<file path="src/rtl/rca_serial_controller_if.sv">
`default_nettype none
// ============================================================================
//  Module      : rca_serial_controller_if
//  Description : Command/result bundle between a requester and the
//                nibble-serial add/subtract sequencer.
//  Revision    : 1.0  initial release
// ============================================================================
interface rca_serial_controller_if #(
    parameter int WIDTH = 16
);
    logic             start;
    logic             op_sub;
    logic [WIDTH-1:0] a;
    logic [WIDTH-1:0] b;
    logic             busy;
    logic             done;
    logic [WIDTH-1:0] result;
    logic             cout;
    logic             ovf;

    // Requester side: issues commands, observes status and results
    modport master (
        output start, op_sub, a, b,
        input  busy, done, result, cout, ovf
    );

    // Sequencer side: accepts commands, produces status and results
    modport slave (
        input  start, op_sub, a, b,
        output busy, done, result, cout, ovf
    );
endinterface
`default_nettype wire

</file>
<file path="src/rtl/rca_serial_controller.sv">
`default_nettype none
// ============================================================================
//  Module      : rca_serial_controller
//  Description : WIDTH-bit add/subtract performed one nibble per cycle on a
//                single 4-bit ripple-carry slice, LSB nibble first, with a
//                registered carry linking consecutive slices.
//                WIDTH must be a multiple of 4 and at least 8.
//  Revision    : 1.0  initial release
// ============================================================================
module rca_serial_controller #(
    parameter int WIDTH = 16
) (
    input  wire logic                    clk,
    input  wire logic                    rst,
    rca_serial_controller_if.slave       bus
);
    localparam int NSLICE = WIDTH / 4;
    localparam int IDX_W  = $clog2(NSLICE);
    localparam logic [IDX_W-1:0] c_LAST_IDX = IDX_W'(NSLICE - 1);

    typedef enum logic [1:0] {
        S_IDLE = 2'd0,
        S_RUN  = 2'd1,
        S_DONE = 2'd2
    } state_t;

    state_t             r_state;
    state_t             w_state_nxt;
    logic [WIDTH-1:0]   r_a;
    logic [WIDTH-1:0]   r_b;
    logic [WIDTH-1:0]   r_result;
    logic [IDX_W-1:0]   r_idx;
    logic               r_cy;
    logic               r_cout;
    logic               r_ovf;

    logic               w_accept;
    logic               w_busy;
    logic               w_done;
    logic               w_last;
    logic [3:0]         w_sa;
    logic [3:0]         w_sb;
    logic [3:0]         w_sum;
    logic [4:0]         w_c;

    // Operand nibbles for the slice currently being processed
    assign w_sa   = r_a[4*r_idx +: 4];
    assign w_sb   = r_b[4*r_idx +: 4];
    assign w_c[0] = r_cy;
    assign w_last = (r_idx == c_LAST_IDX);

    // Shared 4-bit ripple-carry slice built from four full-adder cells
    for (genvar i = 0; i < 4; i++) begin : g_fa
        assign w_sum[i]  = w_sa[i] ^ w_sb[i] ^ w_c[i];
        assign w_c[i+1]  = (w_sa[i] & w_sb[i]) | (w_c[i] & (w_sa[i] ^ w_sb[i]));
    end

    // State register
    always_ff @(posedge clk) begin
        if (rst) begin
            r_state <= S_IDLE;
        end else begin
            r_state <= w_state_nxt;
        end
    end

    // Next-state and status decode; a start is taken whenever not busy
    always_comb begin
        w_state_nxt = r_state;
        w_accept    = 1'b0;
        w_busy      = 1'b0;
        w_done      = 1'b0;
        case (r_state)
            S_IDLE: begin
                if (bus.start) begin
                    w_accept    = 1'b1;
                    w_state_nxt = S_RUN;
                end
            end
            S_RUN: begin
                w_busy = 1'b1;
                if (w_last) begin
                    w_state_nxt = S_DONE;
                end
            end
            S_DONE: begin
                w_done = 1'b1;
                if (bus.start) begin
                    w_accept    = 1'b1;
                    w_state_nxt = S_RUN;
                end else begin
                    w_state_nxt = S_IDLE;
                end
            end
            default: begin
                w_state_nxt = S_IDLE;
            end
        endcase
    end

    // Operand capture on accept; one nibble of result per RUN cycle.
    // Subtraction is A + ~B + 1, the +1 entering as the initial carry.
    always_ff @(posedge clk) begin
        if (rst) begin
            r_a      <= '0;
            r_b      <= '0;
            r_result <= '0;
            r_idx    <= '0;
            r_cy     <= 1'b0;
            r_cout   <= 1'b0;
            r_ovf    <= 1'b0;
        end else if (w_accept) begin
            r_a      <= bus.a;
            r_b      <= bus.op_sub ? ~bus.b : bus.b;
            r_cy     <= bus.op_sub;
            r_idx    <= '0;
            r_result <= '0;
        end else if (r_state == S_RUN) begin
            r_result[4*r_idx +: 4] <= w_sum;
            r_cy                   <= w_c[4];
            r_idx                  <= r_idx + 1'b1;
            if (w_last) begin
                r_cout <= w_c[4];
                r_ovf  <= (r_a[WIDTH-1] == r_b[WIDTH-1]) && (w_sum[3] != r_a[WIDTH-1]);
            end
        end
    end

    assign bus.busy   = w_busy;
    assign bus.done   = w_done;
    assign bus.result = r_result;
    assign bus.cout   = r_cout;
    assign bus.ovf    = r_ovf;

endmodule
`default_nettype wire

</file>
<file path="src/flat_wrapper.sv">
// flat-port wrapper written by rule: the top's interface ports become plain ports
module rca_serial_controller_flat 
#(
    parameter int WIDTH = 16
)
  (clk, rst, bus_start, bus_op_sub, bus_a, bus_b, bus_busy, bus_done, bus_result, bus_cout, bus_ovf);
  rca_serial_controller_if #(.WIDTH(WIDTH)) bus_i ();
  input  wire logic clk;
  input  wire logic rst;
  input wire logic [$bits(bus_i.start)-1:0] bus_start;
  input wire logic [$bits(bus_i.op_sub)-1:0] bus_op_sub;
  input wire logic [$bits(bus_i.a)-1:0] bus_a;
  input wire logic [$bits(bus_i.b)-1:0] bus_b;
  output wire logic [$bits(bus_i.busy)-1:0] bus_busy;
  output wire logic [$bits(bus_i.done)-1:0] bus_done;
  output wire logic [$bits(bus_i.result)-1:0] bus_result;
  output wire logic [$bits(bus_i.cout)-1:0] bus_cout;
  output wire logic [$bits(bus_i.ovf)-1:0] bus_ovf;
  assign bus_i.start = bus_start;
  assign bus_i.op_sub = bus_op_sub;
  assign bus_i.a = bus_a;
  assign bus_i.b = bus_b;
  assign bus_busy = bus_i.busy;
  assign bus_done = bus_i.done;
  assign bus_result = bus_i.result;
  assign bus_cout = bus_i.cout;
  assign bus_ovf = bus_i.ovf;
  rca_serial_controller #(.WIDTH(WIDTH)) u_core (.clk(clk), .rst(rst), .bus(bus_i));
endmodule
</file>
<file path="config.mk">
export PLATFORM = sky130hd
export DESIGN_NAME = rca_serial_controller_flat
export DESIGN_NICKNAME = d
export VERILOG_FILES = /design/src/rtl/rca_serial_controller_if.sv /design/src/rtl/rca_serial_controller.sv /design/src/flat_wrapper.sv
export SDC_FILE = /design/constraint.sdc
export NUM_CORES = 1
export LEC_CHECK = 0
export CORE_ASPECT_RATIO = 1.1
export CORE_MARGIN = 2
export CORE_UTILIZATION = 25
export DETAILED_ROUTE_END_ITERATION = 16
export PLACE_DENSITY_LB_ADDON = 0.2
export SLEW_MARGIN = 15
export SYNTH_ARGS = -nofsm -noshare
export SYNTH_HDL_FRONTEND = slang
export SYNTH_SLANG_ARGS = --single-unit
</file>
<file path="constraint.sdc">
create_clock -name clk -period 3.24 [get_ports clk]
set_input_delay 0.324 -clock clk [delete_from_list [all_inputs] [get_ports clk]]
set_output_delay 0.324 -clock clk [all_outputs]
set_load 0.01 [all_outputs]
</file>
==> results of run 1 <==
## state kept, by name, summed over array words and instances (netlist names)
register / count
u_core.r_state: 2
u_core.bus.ovf: 1
u_core.r_a: 16
u_core.r_idx: 2
u_core.r_cy: 1
u_core.r_b: 16
u_core.bus.cout: 1
u_core.bus.result: 16
## synth_stat cells, types with 2 or more instances
cell	number
buf_4	6
mux4_2	8
inv_1	8
fa_1	4
clkbuf_1	3
dfxtp_1	55
a211oi_1	17
nor3_2	2
ha_1	6
and3b_1	3
mux2i_1	2
xnor2_1	17
buf_2	8
a32o_1	6
nor2b_1	2
nand3b_1	4
nand2_1	37
a22o_1	6
nor3_1	3
buf_6	2
nand4_1	2
nand2b_1	3
nand4b_1	2
a21oi_1	23
nor2_1	28
## per-layer routing
layer  vias up  global-route usage
li1       1025                   -
met1       924               0.138
met2        40               0.201
met3         7              0.0227
met4         0              0.0378
met5         -                   0
## cell families (layout without fill, tap and decap cells)
| kind of cell | after synthesis | after routing |
|---|---|---|
| simple gates | 93 | 93 |
| flops | 55 | 55 |
| buf+inv | 27 | 77 |
| compound gates | 54 | 54 |
| mux | 10 | 10 |
| fa+ha+maj | 10 | 10 |
| xor+xnor | 17 | 17 |
## worst max-delay path: cells and delay by family, from the launching register on
kind / cells / cell delay, ns
fa+ha+maj: 3 / 1.05
flops: 1 / 0.42
mux: 1 / 0.51
compound gates: 1 / 0.20
simple gates: 2 / 0.24
buf+inv: 3 / 0.35
## layout make-up
type                       count  area (µm²)
sequential                    55        1100
inverter                       8        30.0
fill                        1068        6840
clock buffer                   6         139
clock inverter                 2        35.0
timing repair buffer          61         596
tap                          123         154
multi-input combinational    184        1360
## cells in the final DEF (no fill, tap or decap), types with 3 or more instances in the layout
| cell type | n |
|---|---|
| inv_1 | 8 |
| buf_4 | 6 |
| ha_1 | 6 |
| mux4_2 | 8 |
| a211oi_1 | 17 |
| nand3b_1 | 4 |
| fa_1 | 4 |
| clkbuf_16 | 5 |
| nor2_1 | 28 |
| clkdlybuf4s50_1 | 55 |
| a21oi_1 | 23 |
| a32o_1 | 6 |
| a22o_1 | 6 |
| nand2b_1 | 3 |
| and3b_1 | 3 |
| xnor2_1 | 17 |
| nor3_1 | 3 |
| nand2_1 | 37 |
| dfxtp_1 | 55 |
## power breakdown
| group | internal (mW) | switching (mW) | total [mW] |
|---|---|---|---|
| combinational | 0.133 | 0.133 | 0.266 |
| clock | 0.384 | 0.236 | 0.620 |
| sequential | 0.712 | 0.0248 | 0.737 |
## through the flow
stage	util	setup WS, ns	cell area, µm²
after global placement	0.316	0.387	3240
after floorplan	-	0.178	2610
final	0.333	0.315	3410
after detailed placement	0.316	0.297	3240
after global routing	0.333	0.0245	3410
after CTS	0.333	0.278	3410
## how the worst max path moves through the flow
stage	from	to	slack, ns	cells past startpoint
2_1_floorplan	u_core.r_idx[0]	u_core.bus.ovf	0.18	11
3_3_place_gp	u_core.r_idx[0]	u_core.bus.ovf	0.39	10
3_5_place_dp	u_core.r_idx[0]	u_core.bus.ovf	0.30	10
4_1_cts	u_core.r_idx[0]	u_core.bus.ovf	0.28	10
5_1_grt	u_core.r_idx[0]	u_core.bus.ovf	0.02	10
6_report	u_core.r_idx[0]	u_core.bus.ovf	0.31	10
==> summary.txt, run 1 <==
Worst setup path
  – Cell repeated most along the worst path: fa_1
  – Crit path kind: register to register
  – Worst-path cell chain: buf_4 > mux4_2 > inv_1 > fa_1 > inv_1 > fa_1 > fa_1 > and3b_1 > a211oi_1 > nor3_1
  – Crit Reg-Reg Startpoint: u_core.r_idx[0]
  – Crit Path Max Fanout: 6
  – Critical Path End Type: register
  – Worst path required time: 3.39 ns
  – Crit path largest cell delay: 0.51 ns
  – Reg-to-reg endpoint: u_core.bus.ovf
  – Reg2Reg Depth: 10
  – Crit-path slowest cell: mux4_2
  – Flop2flop setup slack: 0.31 ns
  – Critical Path AT: 3.07 ns
  – CP Launch Type: register

Pwr
  – Power Total: 1.62 mW
  – Worst vdd ir: 254 µV
  – Pleak: 1.21 nW
  – Power per Cell Area: 476 nW/µm²

Synthesis
  – YS warnings: 0
  – Post-synthesis mux area share: 0.0768
  – Post-synth top area share: 0.423
  – Async SR Flop Fraction: 0
  – Post-synth cell types: 34
  – Post-synth EDFFs: 0
  – Mean post-synth cell area: 9.79 µm²
  – Complex-gate fraction of the synthesized area: 0.149
  – Adder-cell area share of the yosys netlist: 0.0596
  – Synth Register Bits: 55
  – Simple-Gate Fraction of Synth Area: 0.178
  – Ranking of synthesized cells by area: dfxtp_1 (42%), mux4_2 (6.9%), xnor2_1 (5.7%)
  – Synth Area in XOR/XNOR: 0.0572
  – Sequential area share after synthesis: 0.423
  – Main synth FF type: dfxtp_1
  – Dominant cell type by area after synthesis: dfxtp_1
  – Netlist Area Pre-Place: 2600 µm²
  – Largest family of logic cells by synthesized area: simple AND/OR/NAND/NOR gates
  – Syn nets: 312
  – Post-synthesis cell count: 266

Final layout
  – Share of cells above drive strength 1: 0.0949
  – Layout Cells excl Fill: 439
  – Area delta synth->final: 30.9%
  – Nets: 361
  – Ant diodes: 0

Placed design
  – Detailed Place HPWL: 4520 µm
  – Port bufs: 55
  – RePlAce Congestion: 0.722
  – Inst Count DP: 431

Flow run
  – Maxcap violations: 0

Timing
  – Setup TNS: 0 ns
  – Final Cycle Share: 0.903
  – Max Freq: 0.342 GHz
  – Min Hold Slack: 0.456 ns
  – Final Hold Fails: 0
  – Final min period: 2.93 ns
  – RSZ-0062 raised after global routing: no
  – Max-slew headroom: 0.368
  – Setup violators final: 0
  – Max-slew violations: 0
  – Worst slew pin tran: 0.945 ns
  – Clock Skew: 0.00428 ns

Clock tree
  – Number of CTS-inserted buffers: 5
  – Root Driver: clkbuf_16
  – Clk Latency, worst-skew pair: 0.29 ns
  – Clk buf depth: 2
  – Htree depth: 2
  – # hold bufs at CTS: 0
  – CTS tree: done
  – Setup bufs post-CTS: 0
  – CTS resizes: 0
  – Clock transition at path regs: 0.07 ns
  – Num Clock Sinks: 55

Floorplanning
  – I/O pins: 56
  – Core area: 10200 µm²
  – Die W: 101 µm
  – Row cnt: 39
  – Die area: 11300 µm²
  – Starting density of the core: 0.254
  – Height of the chip: 111 µm

GRT
  – Overall Global Routing Usage: 0.115
  – GRT overflow: 0
  – Vias in the first global route: 1995
  – Antenna violations before repair: 0
  – First-pass GRT wire length: 10000 µm
  – Maximum number of pins on one net before global-route repair: 34

Route
  – DRC viols: 0
  – Routed WL per cell: 13.6 µm
  – Via count: 1996
  – Initial DRC count: 70
  – Met3 WL post-DR: 192 µm
  – Post-Route WL: 5980 µm
  – Top layer in use: met4
  – Met2 routed WL: 3030 µm
  – DRT met1 WL: 2670 µm
  – Via density: 4.55
  – Routed Antenna Nets: 0
  – DR pass1 iterations: 4

Worst hold path
  – Worst hold stages: 2
  – Hold Path Origin: u_core.r_a[12]
  – Hold crit path type: register to register
  – Sink of the worst hold path: u_core.r_a[12]

Status
  – Status: finished, final reports clean
Power figures use the tool's default switching activity.
==> run 2: changes to the inputs <==
--- a/config.mk
+++ b/config.mk
@@ -10,6 +10,7 @@
 export CORE_UTILIZATION = 25
 export DETAILED_ROUTE_END_ITERATION = 16
 export PLACE_DENSITY_LB_ADDON = 0.2
+export SETUP_SLACK_MARGIN = 0.5
 export SLEW_MARGIN = 15
 export SYNTH_ARGS = -nofsm -noshare
 export SYNTH_HDL_FRONTEND = slang
==> constraint.sdc (replaced) <==
create_clock -name clk -period 3.24 [get_ports clk]
set_input_delay 0.324 -clock clk [delete_from_list [all_inputs] [get_ports clk]]
set_output_delay 0.324 -clock clk [all_outputs]
set_load 0.05 [all_outputs]
==> run 2 against run 1 <==
  * Worst setup slack gained 0.12 ns
  * Combinational power grew 7.5%
  * Routed wire length grew 0.79%
  * Clock power shrank 16%
  * Sequential share of layout area shrank 0.17 points
  * Largest power group unchanged
==> summary.txt, run 2 (synthesized netlist as in run 1, its figures left out) <==
Status
  – Status: finished, final reports clean

GRT
  – Maximum number of pins on one net before global-route repair: 45
  – Antenna violations before repair: 0
  – Vias in the first global route: 2061
  – First-pass GRT wire length: 10100 µm
  – GRT overflow: 0
  – Overall Global Routing Usage: 0.113

Final layout
  – Cell area after layout: 3440 µm²
  – Most frequent cells in the layout: clkdlybuf4s50_1 (55), dfxtp_1 (54), nand2_1 (37)
  – Ant diodes: 0
  – Area delta synth->final: 32.1%
  – Nets: 367
  – Layout Cells excl Fill: 445
  – Share of cells above drive strength 1: 0.134
  – Leading cell type in the layout, fill and taps excluded: clkdlybuf4s50_1
  – Area of the multi-input gates: 1370 µm²
  – Register area: 1100 µm²
  – Fillers: 1102

Floorplanning
  – Die W: 101 µm
  – I/O pins: 56
  – Die area: 11300 µm²
  – Starting density of the core: 0.254
  – Height of the chip: 111 µm
  – Core area: 10200 µm²
  – Row cnt: 39

Clock tree
  – Clk Latency, worst-skew pair: 0.29 ns
  – # hold bufs at CTS: 0
  – Root Driver: clkbuf_16
  – Clk buf depth: 2
  – Number of CTS-inserted buffers: 5
  – Htree depth: 2
  – Clock transition at path regs: 0.07 ns
  – CTS tree: done
  – Num Clock Sinks: 55

Worst setup path
  – Crit Path Max Fanout: 5
  – Cell family with the largest share of critical-path delay: adder cells
  – Crit path kind: register to register
  – Reg2Reg Depth: 10
  – Worst-path cell chain: mux4_2 > inv_2 > fa_2 > fa_2 > inv_1 > fa_2 > fa_2 > and3b_1 > a211oi_2 > nor3_1
  – Critical Path End Type: register
  – WP depth: 10
  – Worst path required time: 3.41 ns
  – Critical Path AT: 2.97 ns
  – Crit path largest cell delay: 0.54 ns
  – CP Launch Type: register
  – Crit-path slowest cell: fa_2
  – Cell repeated most along the worst path: fa_2
  – Crit path buffers/inverters: 2

Timing
  – Final Hold Fails: 0
  – Setup violators final: 0
  – Worst slew pin tran: 0.920 ns
  – Clock Skew: 0.00443 ns
  – Final Cycle Share: 0.866
  – Max-slew violations: 0
  – Max-slew headroom: 0.384
  – Max Freq: 0.357 GHz
  – Setup TNS: 0 ns
  – RSZ-0062 raised after global routing: yes
  – Min Hold Slack: 0.456 ns
  – Final min period: 2.80 ns

Placed design
  – Placed cell areas: 3260 µm²
  – Detailed Place HPWL: 4530 µm
  – RePlAce Congestion: 0.735
  – Inst Count DP: 432
  – Port bufs: 55

Flow run
  – Maxcap violations: 0

Route
  – Routed WL per cell: 13.5 µm
  – Routed Antenna Nets: 0
  – Initial DRC count: 38
  – DRC viols: 0
  – Via density: 4.58
  – Post-Route WL: 6030 µm
  – Via count: 2040
  – DR pass1 iterations: 4

Worst hold path
  – Hold crit path type: register to register
  – Worst hold stages: 2

Pwr
  – Power per Cell Area: 449 nW/µm²
  – Pleak: 1.22 nW
  – Worst vdd ir: 182 µV
-- run 2: changes by cell type in the layout (fill, tap and decap cells not counted), moves of 2 or more --
cell,change
inv_2,+2
fa_1,-4
fa_2,+4
inv_1,-2
buf_4,+6
-- run 2: final timing paths --
path,to,from,slack [ns]
max reg2reg,u_core.bus.ovf,u_core.r_idx[0],0.44
min reg2reg,u_core.r_a[4],u_core.r_a[4],0.46
max,u_core.bus.ovf,u_core.r_idx[0],0.44
min,u_core.r_a[4],u_core.r_a[4],0.46
-- run 2: layout make-up --
type / instances / area share
Clock inverter: 2 / 0.00327
Multi-Input combinational cell: 184 / 0.399
Clock buffer: 6 / 0.0375
Inverter: 8 / 0.00873
Tap cell: 123 / 0.0447
Sequential cell: 55 / 0.321
Timing Repair Buffer: 67 / 0.186
-- run 2: worst register-to-register path, delay by kind of cell (launching register included) --
kind / cells / cell delay [ns]
mux: 1 / 0.51
buf+inv: 2 / 0.13
compound gates: 1 / 0.14
simple gates: 2 / 0.24
fa+ha+maj: 4 / 1.28
flops: 1 / 0.39
-- run 2: timing repair --
action / 4_1_cts / 5_1_grt
buffers inserted: 4 / 1
hold endpoints to repair: 0 / 0
setup endpoints to repair: 5 / 5
pin swaps: 5 / 0
gates resized for setup: 3 / 0
-- run 2: layer usage --
metal / GRT usage / wire length [µm]
met4: 0.0432 / 68
met1: 0.149 / 2880
met2: 0.182 / 2840
met3: 0.0189 / 245
met5: 0 / 0
-- run 2: power by group --
part | switching [mW] | internal, mW
sequential | 0.0245 | 0.712
clock | 0.235 | 0.286
combinational | 0.144 | 0.142
-- run 2: per-stage QoR --
stage | total power, mW | setup slack [ns] | utilization
after floorplan | 0.937 | 0.322 | -
after global placement | 1.03 | 0.247 | 0.318
after detailed placement | 1.04 | 0.196 | 0.318
after CTS | 1.57 | 0.420 | 0.335
after global routing | 1.62 | 0.331 | 0.336
final | 1.54 | 0.436 | 0.336
